### src/rtl/bch_31_decoder_if.sv
// Handshake and data bundle between a BCH(31,21) syndrome stage, the
// decoder and the downstream consumer. Signal names follow the decoder's
// published port list; master drives the inputs, slave is the decoder.
interface bch_31_decoder_if;
  logic        in_valid;
  logic        in_ready;
  logic [30:0] codeword;
  logic [4:0]  S1;
  logic [4:0]  S2;
  logic [4:0]  S3;
  logic [4:0]  S4;
  logic        out_valid;
  logic        out_ready;
  logic [30:0] corrected;
  logic [20:0] msg_out;
  logic [1:0]  err_count;
  logic        uncorrectable;

  modport master (
    output in_valid, codeword, S1, S2, S3, S4, out_ready,
    input  in_ready, out_valid, corrected, msg_out, err_count, uncorrectable
  );

  modport slave (
    input  in_valid, codeword, S1, S2, S3, S4, out_ready,
    output in_ready, out_valid, corrected, msg_out, err_count, uncorrectable
  );
endinterface

### src/rtl/bch_31_decoder.sv
// BCH(31,21) t=2 decoder: closed-form Peterson solve of the error locator
// over GF(2^5) (x^5+x^2+1), then a serial Chien search, one bit per clock.
module bch_31_decoder (
  input logic             clk,
  input logic             rst,
  bch_31_decoder_if.slave bus
);
  localparam int N = 31;
  localparam int K = 21;
  localparam int M = 5;

  typedef enum logic [1:0] {ST_IDLE, ST_SOLVE, ST_CHIEN, ST_DONE} state_t;

  // Polynomial-basis multiply, reducing by x^5 = x^2 + 1 at every shift.
  function automatic logic [M-1:0] gf_mul(input logic [M-1:0] a, input logic [M-1:0] b);
    logic [M-1:0] acc;
    logic [M-1:0] sh;
    acc = 5'h00;
    sh  = a;
    for (int k = 0; k < M; k++) begin
      if (b[k]) acc = acc ^ sh;
      else      acc = acc;
      sh = {sh[M-2:0], 1'b0} ^ (sh[M-1] ? 5'h05 : 5'h00);
    end
    return acc;
  endfunction

  // Multiplicative inverse table; zero has no inverse and maps to zero.
  function automatic logic [M-1:0] gf_inv(input logic [M-1:0] a);
    case (a)
      5'h01: gf_inv = 5'h01;  5'h02: gf_inv = 5'h12;  5'h03: gf_inv = 5'h1C;
      5'h04: gf_inv = 5'h09;  5'h05: gf_inv = 5'h17;  5'h06: gf_inv = 5'h0E;
      5'h07: gf_inv = 5'h0C;  5'h08: gf_inv = 5'h16;  5'h09: gf_inv = 5'h04;
      5'h0A: gf_inv = 5'h19;  5'h0B: gf_inv = 5'h10;  5'h0C: gf_inv = 5'h07;
      5'h0D: gf_inv = 5'h0F;  5'h0E: gf_inv = 5'h06;  5'h0F: gf_inv = 5'h0D;
      5'h10: gf_inv = 5'h0B;  5'h11: gf_inv = 5'h18;  5'h12: gf_inv = 5'h02;
      5'h13: gf_inv = 5'h1D;  5'h14: gf_inv = 5'h1E;  5'h15: gf_inv = 5'h1A;
      5'h16: gf_inv = 5'h08;  5'h17: gf_inv = 5'h05;  5'h18: gf_inv = 5'h11;
      5'h19: gf_inv = 5'h0A;  5'h1A: gf_inv = 5'h15;  5'h1B: gf_inv = 5'h1F;
      5'h1C: gf_inv = 5'h03;  5'h1D: gf_inv = 5'h13;  5'h1E: gf_inv = 5'h14;
      5'h1F: gf_inv = 5'h1B;
      default: gf_inv = 5'h00;
    endcase
  endfunction

  state_t         r_state, w_state_next;
  logic [N-1:0]   r_orig, w_orig_next;
  logic [N-1:0]   r_word, w_word_next;
  logic [M-1:0]   r_s1, r_s2, r_s3, r_s4;
  logic [M-1:0]   w_s1_next, w_s2_next, w_s3_next, w_s4_next;
  logic [M-1:0]   r_t1, r_t2, w_t1_next, w_t2_next;
  logic           r_deg2, w_deg2_next;
  logic [4:0]     r_idx, w_idx_next;
  logic [1:0]     r_roots, w_roots_next;
  logic [N-1:0]   r_corrected, w_corr_next;
  logic [1:0]     r_err, w_err_next;
  logic           r_unc, w_unc_next;
  logic           r_in_ready, r_out_valid;

  logic           w_s_zero, w_incons, w_root;
  logic [M-1:0]   w_sigma2;
  logic [N-1:0]   w_word_flip;
  logic [1:0]     w_roots_inc, w_expected;

  assign w_s_zero    = ((r_s1 | r_s2 | r_s3 | r_s4) == 5'h00);
  assign w_incons    = (r_s2 != gf_mul(r_s1, r_s1)) || (r_s4 != gf_mul(r_s2, r_s2));
  assign w_sigma2    = gf_mul(r_s3 ^ gf_mul(gf_mul(r_s1, r_s1), r_s1), gf_inv(r_s1));
  // sigma(alpha^-i) = 1 + t1 + t2 vanishes exactly when t1 ^ t2 == 1.
  assign w_root      = ((r_t1 ^ r_t2) == 5'h01);
  assign w_word_flip = r_word ^ (w_root ? (31'd1 << r_idx) : 31'd0);
  assign w_roots_inc = r_roots + {1'b0, w_root};
  assign w_expected  = r_deg2 ? 2'd2 : 2'd1;

  // Next-state and next-datapath decisions for the IDLE/SOLVE/CHIEN/DONE flow.
  always_comb begin
    w_state_next = r_state;
    w_orig_next  = r_orig;
    w_word_next  = r_word;
    w_s1_next    = r_s1;
    w_s2_next    = r_s2;
    w_s3_next    = r_s3;
    w_s4_next    = r_s4;
    w_t1_next    = r_t1;
    w_t2_next    = r_t2;
    w_deg2_next  = r_deg2;
    w_idx_next   = r_idx;
    w_roots_next = r_roots;
    w_corr_next  = r_corrected;
    w_err_next   = r_err;
    w_unc_next   = r_unc;
    case (r_state)
      ST_IDLE: begin
        if (bus.in_valid) begin
          w_orig_next  = bus.codeword;
          w_s1_next    = bus.S1;
          w_s2_next    = bus.S2;
          w_s3_next    = bus.S3;
          w_s4_next    = bus.S4;
          w_state_next = ST_SOLVE;
        end else begin
          w_state_next = ST_IDLE;
        end
      end
      ST_SOLVE: begin
        w_corr_next = r_orig;
        w_err_next  = 2'd0;
        if (w_s_zero) begin
          w_unc_next   = 1'b0;
          w_state_next = ST_DONE;
        end else if (w_incons || ((r_s1 == 5'h00) && (r_s3 != 5'h00))) begin
          w_unc_next   = 1'b1;
          w_state_next = ST_DONE;
        end else begin
          w_unc_next   = 1'b0;
          w_t1_next    = r_s1;
          w_t2_next    = w_sigma2;
          w_deg2_next  = (w_sigma2 != 5'h00);
          w_idx_next   = 5'd0;
          w_roots_next = 2'd0;
          w_word_next  = r_orig;
          w_state_next = ST_CHIEN;
        end
      end
      ST_CHIEN: begin
        w_word_next  = w_word_flip;
        w_roots_next = w_roots_inc;
        w_t1_next    = gf_mul(r_t1, 5'h12);  // alpha^-1
        w_t2_next    = gf_mul(r_t2, 5'h09);  // alpha^-2
        w_idx_next   = r_idx + 5'd1;
        if (r_idx == 5'd30) begin
          w_state_next = ST_DONE;
          if (w_roots_inc != w_expected) begin
            w_unc_next  = 1'b1;
            w_corr_next = r_orig;
            w_err_next  = 2'd0;
          end else begin
            w_unc_next  = 1'b0;
            w_corr_next = w_word_flip;
            w_err_next  = w_roots_inc;
          end
        end else begin
          w_state_next = ST_CHIEN;
        end
      end
      ST_DONE: begin
        if (bus.out_ready) w_state_next = ST_IDLE;
        else               w_state_next = ST_DONE;
      end
      default: w_state_next = ST_IDLE;
    endcase
  end

  // State register; reset abandons any word in flight.
  always_ff @(posedge clk) begin
    if (rst) r_state <= ST_IDLE;
    else     r_state <= w_state_next;
  end

  // Datapath and registered handshake/result outputs.
  always_ff @(posedge clk) begin
    if (rst) begin
      r_orig      <= 31'd0;
      r_word      <= 31'd0;
      r_s1        <= 5'h00;
      r_s2        <= 5'h00;
      r_s3        <= 5'h00;
      r_s4        <= 5'h00;
      r_t1        <= 5'h00;
      r_t2        <= 5'h00;
      r_deg2      <= 1'b0;
      r_idx       <= 5'd0;
      r_roots     <= 2'd0;
      r_corrected <= 31'd0;
      r_err       <= 2'd0;
      r_unc       <= 1'b0;
      r_in_ready  <= 1'b1;
      r_out_valid <= 1'b0;
    end else begin
      r_orig      <= w_orig_next;
      r_word      <= w_word_next;
      r_s1        <= w_s1_next;
      r_s2        <= w_s2_next;
      r_s3        <= w_s3_next;
      r_s4        <= w_s4_next;
      r_t1        <= w_t1_next;
      r_t2        <= w_t2_next;
      r_deg2      <= w_deg2_next;
      r_idx       <= w_idx_next;
      r_roots     <= w_roots_next;
      r_corrected <= w_corr_next;
      r_err       <= w_err_next;
      r_unc       <= w_unc_next;
      r_in_ready  <= (w_state_next == ST_IDLE);
      r_out_valid <= (w_state_next == ST_DONE);
    end
  end

  assign bus.in_ready      = r_in_ready;
  assign bus.out_valid     = r_out_valid;
  assign bus.corrected     = r_corrected;
  assign bus.msg_out       = r_corrected[N-1:N-K];
  assign bus.err_count     = r_err;
  assign bus.uncorrectable = r_unc;
endmodule

### src/flat_wrapper.sv
// flat-port wrapper written by rule: the top's interface ports become plain ports
module bch_31_decoder_flat 
  (clk, rst, bus_in_valid, bus_codeword, bus_S1, bus_S2, bus_S3, bus_S4, bus_out_ready, bus_in_ready, bus_out_valid, bus_corrected, bus_msg_out, bus_err_count, bus_uncorrectable);
  bch_31_decoder_if bus_i ();
  input logic clk;
  input logic rst;
  input wire logic [$bits(bus_i.in_valid)-1:0] bus_in_valid;
  input wire logic [$bits(bus_i.codeword)-1:0] bus_codeword;
  input wire logic [$bits(bus_i.S1)-1:0] bus_S1;
  input wire logic [$bits(bus_i.S2)-1:0] bus_S2;
  input wire logic [$bits(bus_i.S3)-1:0] bus_S3;
  input wire logic [$bits(bus_i.S4)-1:0] bus_S4;
  input wire logic [$bits(bus_i.out_ready)-1:0] bus_out_ready;
  output wire logic [$bits(bus_i.in_ready)-1:0] bus_in_ready;
  output wire logic [$bits(bus_i.out_valid)-1:0] bus_out_valid;
  output wire logic [$bits(bus_i.corrected)-1:0] bus_corrected;
  output wire logic [$bits(bus_i.msg_out)-1:0] bus_msg_out;
  output wire logic [$bits(bus_i.err_count)-1:0] bus_err_count;
  output wire logic [$bits(bus_i.uncorrectable)-1:0] bus_uncorrectable;
  assign bus_i.in_valid = bus_in_valid;
  assign bus_i.codeword = bus_codeword;
  assign bus_i.S1 = bus_S1;
  assign bus_i.S2 = bus_S2;
  assign bus_i.S3 = bus_S3;
  assign bus_i.S4 = bus_S4;
  assign bus_i.out_ready = bus_out_ready;
  assign bus_in_ready = bus_i.in_ready;
  assign bus_out_valid = bus_i.out_valid;
  assign bus_corrected = bus_i.corrected;
  assign bus_msg_out = bus_i.msg_out;
  assign bus_err_count = bus_i.err_count;
  assign bus_uncorrectable = bus_i.uncorrectable;
  bch_31_decoder u_core (.clk(clk), .rst(rst), .bus(bus_i));
endmodule
### config.mk
export PLATFORM = sky130hd
export DESIGN_NAME = bch_31_decoder_flat
export DESIGN_NICKNAME = d
export VERILOG_FILES = /design/src/rtl/bch_31_decoder_if.sv /design/src/rtl/bch_31_decoder.sv /design/src/flat_wrapper.sv
export SDC_FILE = /design/constraint.sdc
export NUM_CORES = 1
export LEC_CHECK = 0
export CORE_UTILIZATION = 37
export CTS_CLUSTER_DIAMETER = 30
export DETAILED_ROUTE_END_ITERATION = 10
export PLACE_DENSITY = 0.65
export SETUP_SLACK_MARGIN = 0.02
export SLEW_MARGIN = 20
export SYNTH_ARGS = -nofsm -noshare
export SYNTH_HDL_FRONTEND = slang
export SYNTH_SLANG_ARGS = --single-unit
### constraint.sdc
create_clock -name clk -period 10.2 [get_ports clk]
set_clock_uncertainty 0.15 [all_clocks]
set_input_delay 1.02 -clock clk [delete_from_list [all_inputs] [get_ports clk]]
set_output_delay 1.02 -clock clk [all_outputs]
set_load 0.02 [all_outputs]
**Yosys cells after proc, flatten, opt, wreduce, memory -nomap -nowiden**

Memory sizes are Yosys's and may differ from the RTL's. A register that Yosys moved wholly into a read port is not among the register bits.
Cells that the tools add are included.

- Mux-type cells: 82
- Order comparisons: 0
- Divide/modulo/power cells: 0
- Reduce and logical (&&, ||, !) cells: 14
- Bitwise gates (word level): 50
- Eq/ne operators: 12
- Shift operators: 1
- Add/subtract/negate cells: 2
- Multiply operators: 0

Operators by type and width:

| operator | number |
|---|---|
| 5-bit bitwise XOR | 44 |
| 31-bit two-way mux | 5 |
| 5-bit two-way mux | 31 |
| 31-bit one-hot mux with 2 select lines | 2 |
| 3-bit two-way mux | 23 |
| 1-bit by 5-bit << shifter with 31-bit output, first input constant | 1 |
| 31-bit bitwise XOR | 1 |
| 5-bit one-hot mux with 2 select lines | 3 |
| 5-bit OR | 3 |
| 2-bit two-way mux | 7 |
| 5-bit zero test | 2 |
| 5-bit inequality test | 2 |
| 5-bit nonzero test | 2 |
| 2-bit one-hot mux with 2 select lines | 2 |
| 2-bit one-hot mux with 4 select lines | 1 |
| 1-bit two-way mux | 7 |
| 2-bit == test, second input constant | 3 |
| 3-bit AND reduction | 2 |
| 5-bit by 1-bit adder with 5-bit output, second input constant | 1 |
| 5-bit by 1-bit == test with 1-bit output, second input constant | 1 |
| 5-bit == test, second input constant | 1 |
| 2-bit zero test | 2 |
| 2-bit inequality test, second input constant | 2 |
| 2-bit AND reduction | 2 |
| other kinds (9) | 11 |

- Latch bits: 0
- Output and inout port bits: 57
- Input bits: 55
- Logic and storage cells: 179
- Memories kept: 1
- Register bits: 138
- RAM bits: 0
- Bits in read-only memories: 160

Memory list:

| memory | words | width | rd ports | clocked after Yosys merged registers in | wr ports | line | source |
|---|---|---|---|---|---|---|---|
| (name not given) | 32 | 5 | 1 | 1 | 0 | bch_31_decoder.sv:30 | `case (a)` |

**Logic depth before layout (Yosys ltp)**

- Depth in word-level cells: 34
- Mapped depth: 16
- Gate-level depth less buffers: 13

**Worst setup path before layout**

OpenSTA, ideal clock, no wires.

- Kind: flip-flop to flip-flop
- From: register u_core.r_s1[0]
- To: register u_core.r_t2[3]
- Data required time: 9.954 ns
- Arrival: 3.113 ns
- Setup time: 0.096 ns
- Slack: 6.841 ns
- Stages on the path, launching flop included: 16
- Buffers on the path: 2
- Period minus slack after synthesis: 3.359 ns
- Cell sequence: dfxtp_1 -> ha_1 -> buf_2 -> buf_2 -> nor2b_1 -> mux2_1 -> a22oi_2 -> xnor2_1 -> xnor2_1 -> xnor2_1 -> o22ai_1 -> a32oi_1 -> o221ai_1 -> xnor2_1 -> nor2_1 -> o41ai_2

- Longest elaborated chain between the ends: 32
- Elaborated cells on any way between the ends: 62
- Those cells by class: eq/ne: 3; mux: 25; bitwise: 28; reduce/logical: 6

RTL lines:

| what | line | source |
|---|---|---|
| start: declaration | bch_31_decoder.sv:49 | `logic [M-1:0] r_s1, r_s2, r_s3, r_s4;` |
| start signal: assignment | bch_31_decoder.sv:181 | `r_s1 <= w_s1_next;` |
| 5-bit two-way mux | bch_31_decoder.sv:21 | `if (b[k]) acc = acc ^ sh;` |
| 5-bit bitwise XOR | bch_31_decoder.sv:21 |  |
| 5-bit two-way mux | bch_31_decoder.sv:21 |  |
| 5-bit bitwise XOR | bch_31_decoder.sv:21 |  |
| 5-bit two-way mux | bch_31_decoder.sv:21 |  |
| 5-bit bitwise XOR | bch_31_decoder.sv:21 |  |
| 5-bit two-way mux | bch_31_decoder.sv:21 |  |
| 5-bit bitwise XOR | bch_31_decoder.sv:21 |  |
| [... 16 more ...] | n/a |  |
| 5-bit two-way mux | bch_31_decoder.sv:21 |  |
| 5-bit bitwise XOR | bch_31_decoder.sv:21 |  |
| 5-bit two-way mux | bch_31_decoder.sv:21 |  |
| 5-bit bitwise XOR | bch_31_decoder.sv:21 |  |
| 5-bit two-way mux | bch_31_decoder.sv:21 |  |
| 5-bit two-way mux | bch_31_decoder.sv:110 | `end else if (w_incons \|\| ((r_s1 == 5'h00) && (r_s3 != 5'h00))) begin` |
| 5-bit two-way mux | bch_31_decoder.sv:107 | `if (w_s_zero) begin` |
| 5-bit one-hot mux with 2 select lines | bch_31_decoder.sv:91 | `case (r_state)` |
| end signal: assignment | bch_31_decoder.sv:186 | `r_t2 <= w_t2_next;` |
| end: declaration | bch_31_decoder.sv:51 | `logic [M-1:0] r_t1, r_t2, w_t1_next, w_t2_next;` |

Several ways; a longest one is shown, not always the timed one. The select of a mux whose other input is x is not followed.
A chain may end at the register's enable or synchronous reset.

**Final worst setup path**

- From: register u_core.r_s1[3]
- To: register u_core.r_t2[3]

- Longest elaborated chain between the ends: 32
- Elaborated cells on any way between the ends: 63
- Those cells by class: eq/ne: 3; mux: 26; bitwise: 28; reduce/logical: 6

RTL lines:

| what | line | source |
|---|---|---|
| 5-bit bitwise XOR | bch_31_decoder.sv:23 | `sh = {sh[M-2:0], 1'b0} ^ (sh[M-1] ? 5'h05 : 5'h00);` |
| 5-bit bitwise XOR | bch_31_decoder.sv:21 |  |
| 5-bit two-way mux | bch_31_decoder.sv:21 |  |
| 5-bit bitwise XOR | bch_31_decoder.sv:21 |  |
| 5-bit two-way mux | bch_31_decoder.sv:21 |  |
| 5-bit bitwise XOR | bch_31_decoder.sv:21 |  |
| 5-bit two-way mux | bch_31_decoder.sv:21 |  |
| 5-bit bitwise XOR | bch_31_decoder.sv:21 |  |
| [... 16 more ...] | n/a |  |
| 5-bit two-way mux | bch_31_decoder.sv:21 |  |
| 5-bit bitwise XOR | bch_31_decoder.sv:21 |  |
| 5-bit two-way mux | bch_31_decoder.sv:21 |  |
| 5-bit bitwise XOR | bch_31_decoder.sv:21 |  |
| 5-bit two-way mux | bch_31_decoder.sv:21 |  |
| 5-bit two-way mux | bch_31_decoder.sv:110 |  |
| 5-bit two-way mux | bch_31_decoder.sv:107 |  |
| 5-bit one-hot mux with 2 select lines | bch_31_decoder.sv:91 |  |

Several ways; a longest one is shown, not always the timed one. The select of a mux whose other input is x is not followed.

==> flow_summary.toml <==
[run_status]
status = "finished clean"

[route]
avgViaCountPerCell = 5.08
drtAntennaViolNets = 0
first_iter_violations = 586
route.vias.total = 7766
wl_per_cell_um = 13.8
drc_errors = 0
firstDrtPassIters = 5
wl_mm = 21.1

[cts]
ctsResizeCount = 0
cts_setup_buffers = 0
path_clk_slew_ns = 0.06
cts_root_buf = "clkbuf_16"
cts_tree = "done"
cts_max_path_buffers = 2
cts_max_level = 4
ctsHoldBuffers = 0
insertion_delay_ns = 0.42
cts_num_sinks = 143
cts_buffers = 17

[critical_path]
crit_fanout = 20
end_kind = "flip-flop"
cp_slowest_stage_delay_ns = 0.82
r2r-start = "u_core.r_s1[3]"
critical_path.startpoint_type = "flip-flop"
crit_required_ns = 10.38
crit_type = "flip-flop to flip-flop"
path_cells = "ha_1, xnor2_1, xnor2_1, nand2_1, xnor3_1, xnor2_2, xnor2_1, o22ai_1, a32oi_1, o221ai_1, xnor2_1, nor2_1, o41ai_2"
worst_path_most_repeated_cell = "xnor2_1"
slowest_stage = "dfxtp_1"
rrSetupSlack_ns = 5.73
reg2regPathDepth = 13
cp_data_arrival_time_ns = 4.64
reg2reg_to = "u_core.r_t2[3]"

[yosys]
synth_cell_types = 65
avgSynthCellArea_um2 = 7.43
synthCells = 1169
synth_area_mm2 = 0.00869
async_flop_share = 0
ys_seq_elements = 143
syn_nets = 1248
yosysWarnings = 0
synth_seq_area_share = 0.330
yosys_most_used_dff = "dfxtp_1"
synth_edf_count = 0

[placement]
place_inst = 1496
io_buffers = 111
post-dp-hpwl_mm = 13.9
finalWeightedCongestion = 0.805

[global_route]
first_global_vias = 7022
grt_pass1_wl_mm = 35.0
grt_util_all_layers = 0.179
gr-total-overflow = 0
grt_max_degree = 75
antenna_found_initial = 0

[layout]
drive_above_1_share = 0.0560
nFillCells = 2316
diodes = 0
final_util = 0.454
stdcell_count = 1528
area_delta_synth_final_pct = 19.4
layout_common_cells = "nand2_1, nor2_1, a21oi_1"
mostFrequentLayoutCell = "nand2_1"
finalNetCount = 1281

[die]
io_pins = 112
core_area_mm2 = 0.0228
start_util = 0.380
fp.dieArea_mm2 = 0.0241
die_w_um = 155
die_h_um = 155
core.rowCount = 55

[sta]
max_freq_mhz = 224
slew-limit-headroom = 0.298
setup_viol_count_final = 0
worst_pin_slew_ns = 1.05
tns_ns = 0
rsz0062_at_grt = "no"
fin_crit_ns = 4.47
finalCritPeriodShare = 0.438
hold_viol = 0
hold-worst-slack_ns = 0.309
slew_violations = 0

[power_and_ir_drop]
finalPower_w = 0.00177
peakVddDrop_uv = 88.4
leakage_nw = 3.73
cellPowerDensity_mw_per_mm2 = 171

[flow_run]
drv_cap = 0

[hold_path]
hp-class = "flip-flop to flip-flop"
min_from = "u_core.r_roots[0]"
hold_end = "u_core.r_roots[0]"
hold_depth = 2
## through the flow
step | instance area, um2 | setup WS, ns
after floorplan | 8690 | 6.84
after global placement | 9770 | 5.62
after detailed placement | 9770 | 5.53
after CTS | 10400 | 5.76
after global routing | 10400 | 5.42
final | 10400 | 5.73
## worst max-delay path, delay by kind of cell (launching register included)
kind | cells | cell delay [ns]
compound gates | 4 | 0.79
fa+ha+maj | 1 | 0.55
flops | 1 | 0.82
xor+xnor | 6 | 1.94
simple gates | 2 | 0.14
## report_power, final
part	total [W]	switching, W	internal, W
Clock	0.000642	0.000249	0.000393
Sequential	0.000648	0.0000495	0.000598
Combinational	0.000480	0.000273	0.000207
Total	0.00177	0.000572	0.00120
## worst max path at each step
| stage | start | end | slack (ns) | cells past startpoint |
|---|---|---|---|---|
| 2_1_floorplan | u_core.r_s1[0] | u_core.r_t2[3] | 6.84 | 15 |
| 3_3_place_gp | bus_in_valid | flip-flop | 5.62 | 11 |
| 3_5_place_dp | bus_in_valid | flip-flop | 5.53 | 11 |
| 4_1_cts | u_core.r_s1[3] | u_core.r_t2[3] | 5.76 | 13 |
| 5_1_grt | u_core.r_s1[3] | u_core.r_t2[3] | 5.42 | 13 |
| 6_report | u_core.r_s1[3] | u_core.r_t2[3] | 5.73 | 13 |
## flip-flops by register name (all words and copies together), names as in the netlist, 2 cells and up, named ones only
signal	count
u_core.bus.err_count	2
u_core.r_orig	31
u_core.r_s4	5
u_core.r_s3	5
u_core.r_word	31
u_core.r_t2	5
u_core.r_idx	5
u_core.r_s1	5
u_core.bus.corrected	31
u_core.r_s2	5
u_core.r_state	2
u_core.r_roots	2
u_core.r_t1	5
## cells by family after synthesis
logic type	share of synthesized area
AND/OR/NAND/NOR	0.228
AO/OA/AOI/OAI	0.192
flip-flops	0.330
buffers and inverters	0.0663
XOR/XNOR	0.125
adder cells (fa/ha/maj)	0.0346
multiplexers	0.0251
## synthesized netlist by cell type, types with 3 or more instances
cell type | instances | share of area
nand4_1 | 3 | 0.0022
xnor2_1 | 47 | 0.047
or2_2 | 3 | 0.0022
o221ai_1 | 3 | 0.0030
and2_1 | 6 | 0.0043
a211oi_1 | 59 | 0.051
o21ai_0 | 24 | 0.014
o21a_1 | 3 | 0.0026
nand3_1 | 11 | 0.0063
a21oi_1 | 154 | 0.089
buf_4 | 23 | 0.020
buf_1 | 7 | 0.0030
dfxtp_1 | 143 | 0.33
ha_1 | 24 | 0.035
xnor3_1 | 4 | 0.010
clkbuf_1 | 64 | 0.028
a22oi_1 | 5 | 0.0043
mux2i_1 | 15 | 0.017
nor3_1 | 26 | 0.015
inv_1 | 17 | 0.0073
nor3b_1 | 4 | 0.0035
nor2_1 | 180 | 0.078
a31oi_1 | 4 | 0.0029
mux2_2 | 3 | 0.0039
nor4_1 | 3 | 0.0022
xor2_1 | 46 | 0.046
nand2_1 | 206 | 0.089
nor2b_1 | 13 | 0.0094
buf_2 | 10 | 0.0058
and3_1 | 5 | 0.0036
xnor2_2 | 4 | 0.0075
o22ai_1 | 5 | 0.0036
## final cells by class
type / instances / area, um2 / area share
Multi-Input combinational cell: 901 / 5270 / 0.508
Tap cell: 313 / 392 / 0.0377
Sequential cell: 143 / 2860 / 0.276
Clock buffer: 20 / 447 / 0.0430
Timing Repair Buffer: 119 / 1170 / 0.113
Clock inverter: 12 / 158 / 0.0152
Inverter: 20 / 75.1 / 0.00724
## metal layers
| metal | GRT usage | part of all wire | up-vias |
|---|---|---|---|
| met5 | 0 | 0 | - |
| met4 | 0.0490 | 0.010 | 0 |
| met3 | 0.0281 | 0.037 | 16 |
| met2 | 0.316 | 0.49 | 161 |
| met1 | 0.226 | 0.46 | 3603 |
| li1 | - | - | 3986 |
Note: power is estimated with default switching activity, not from simulation.
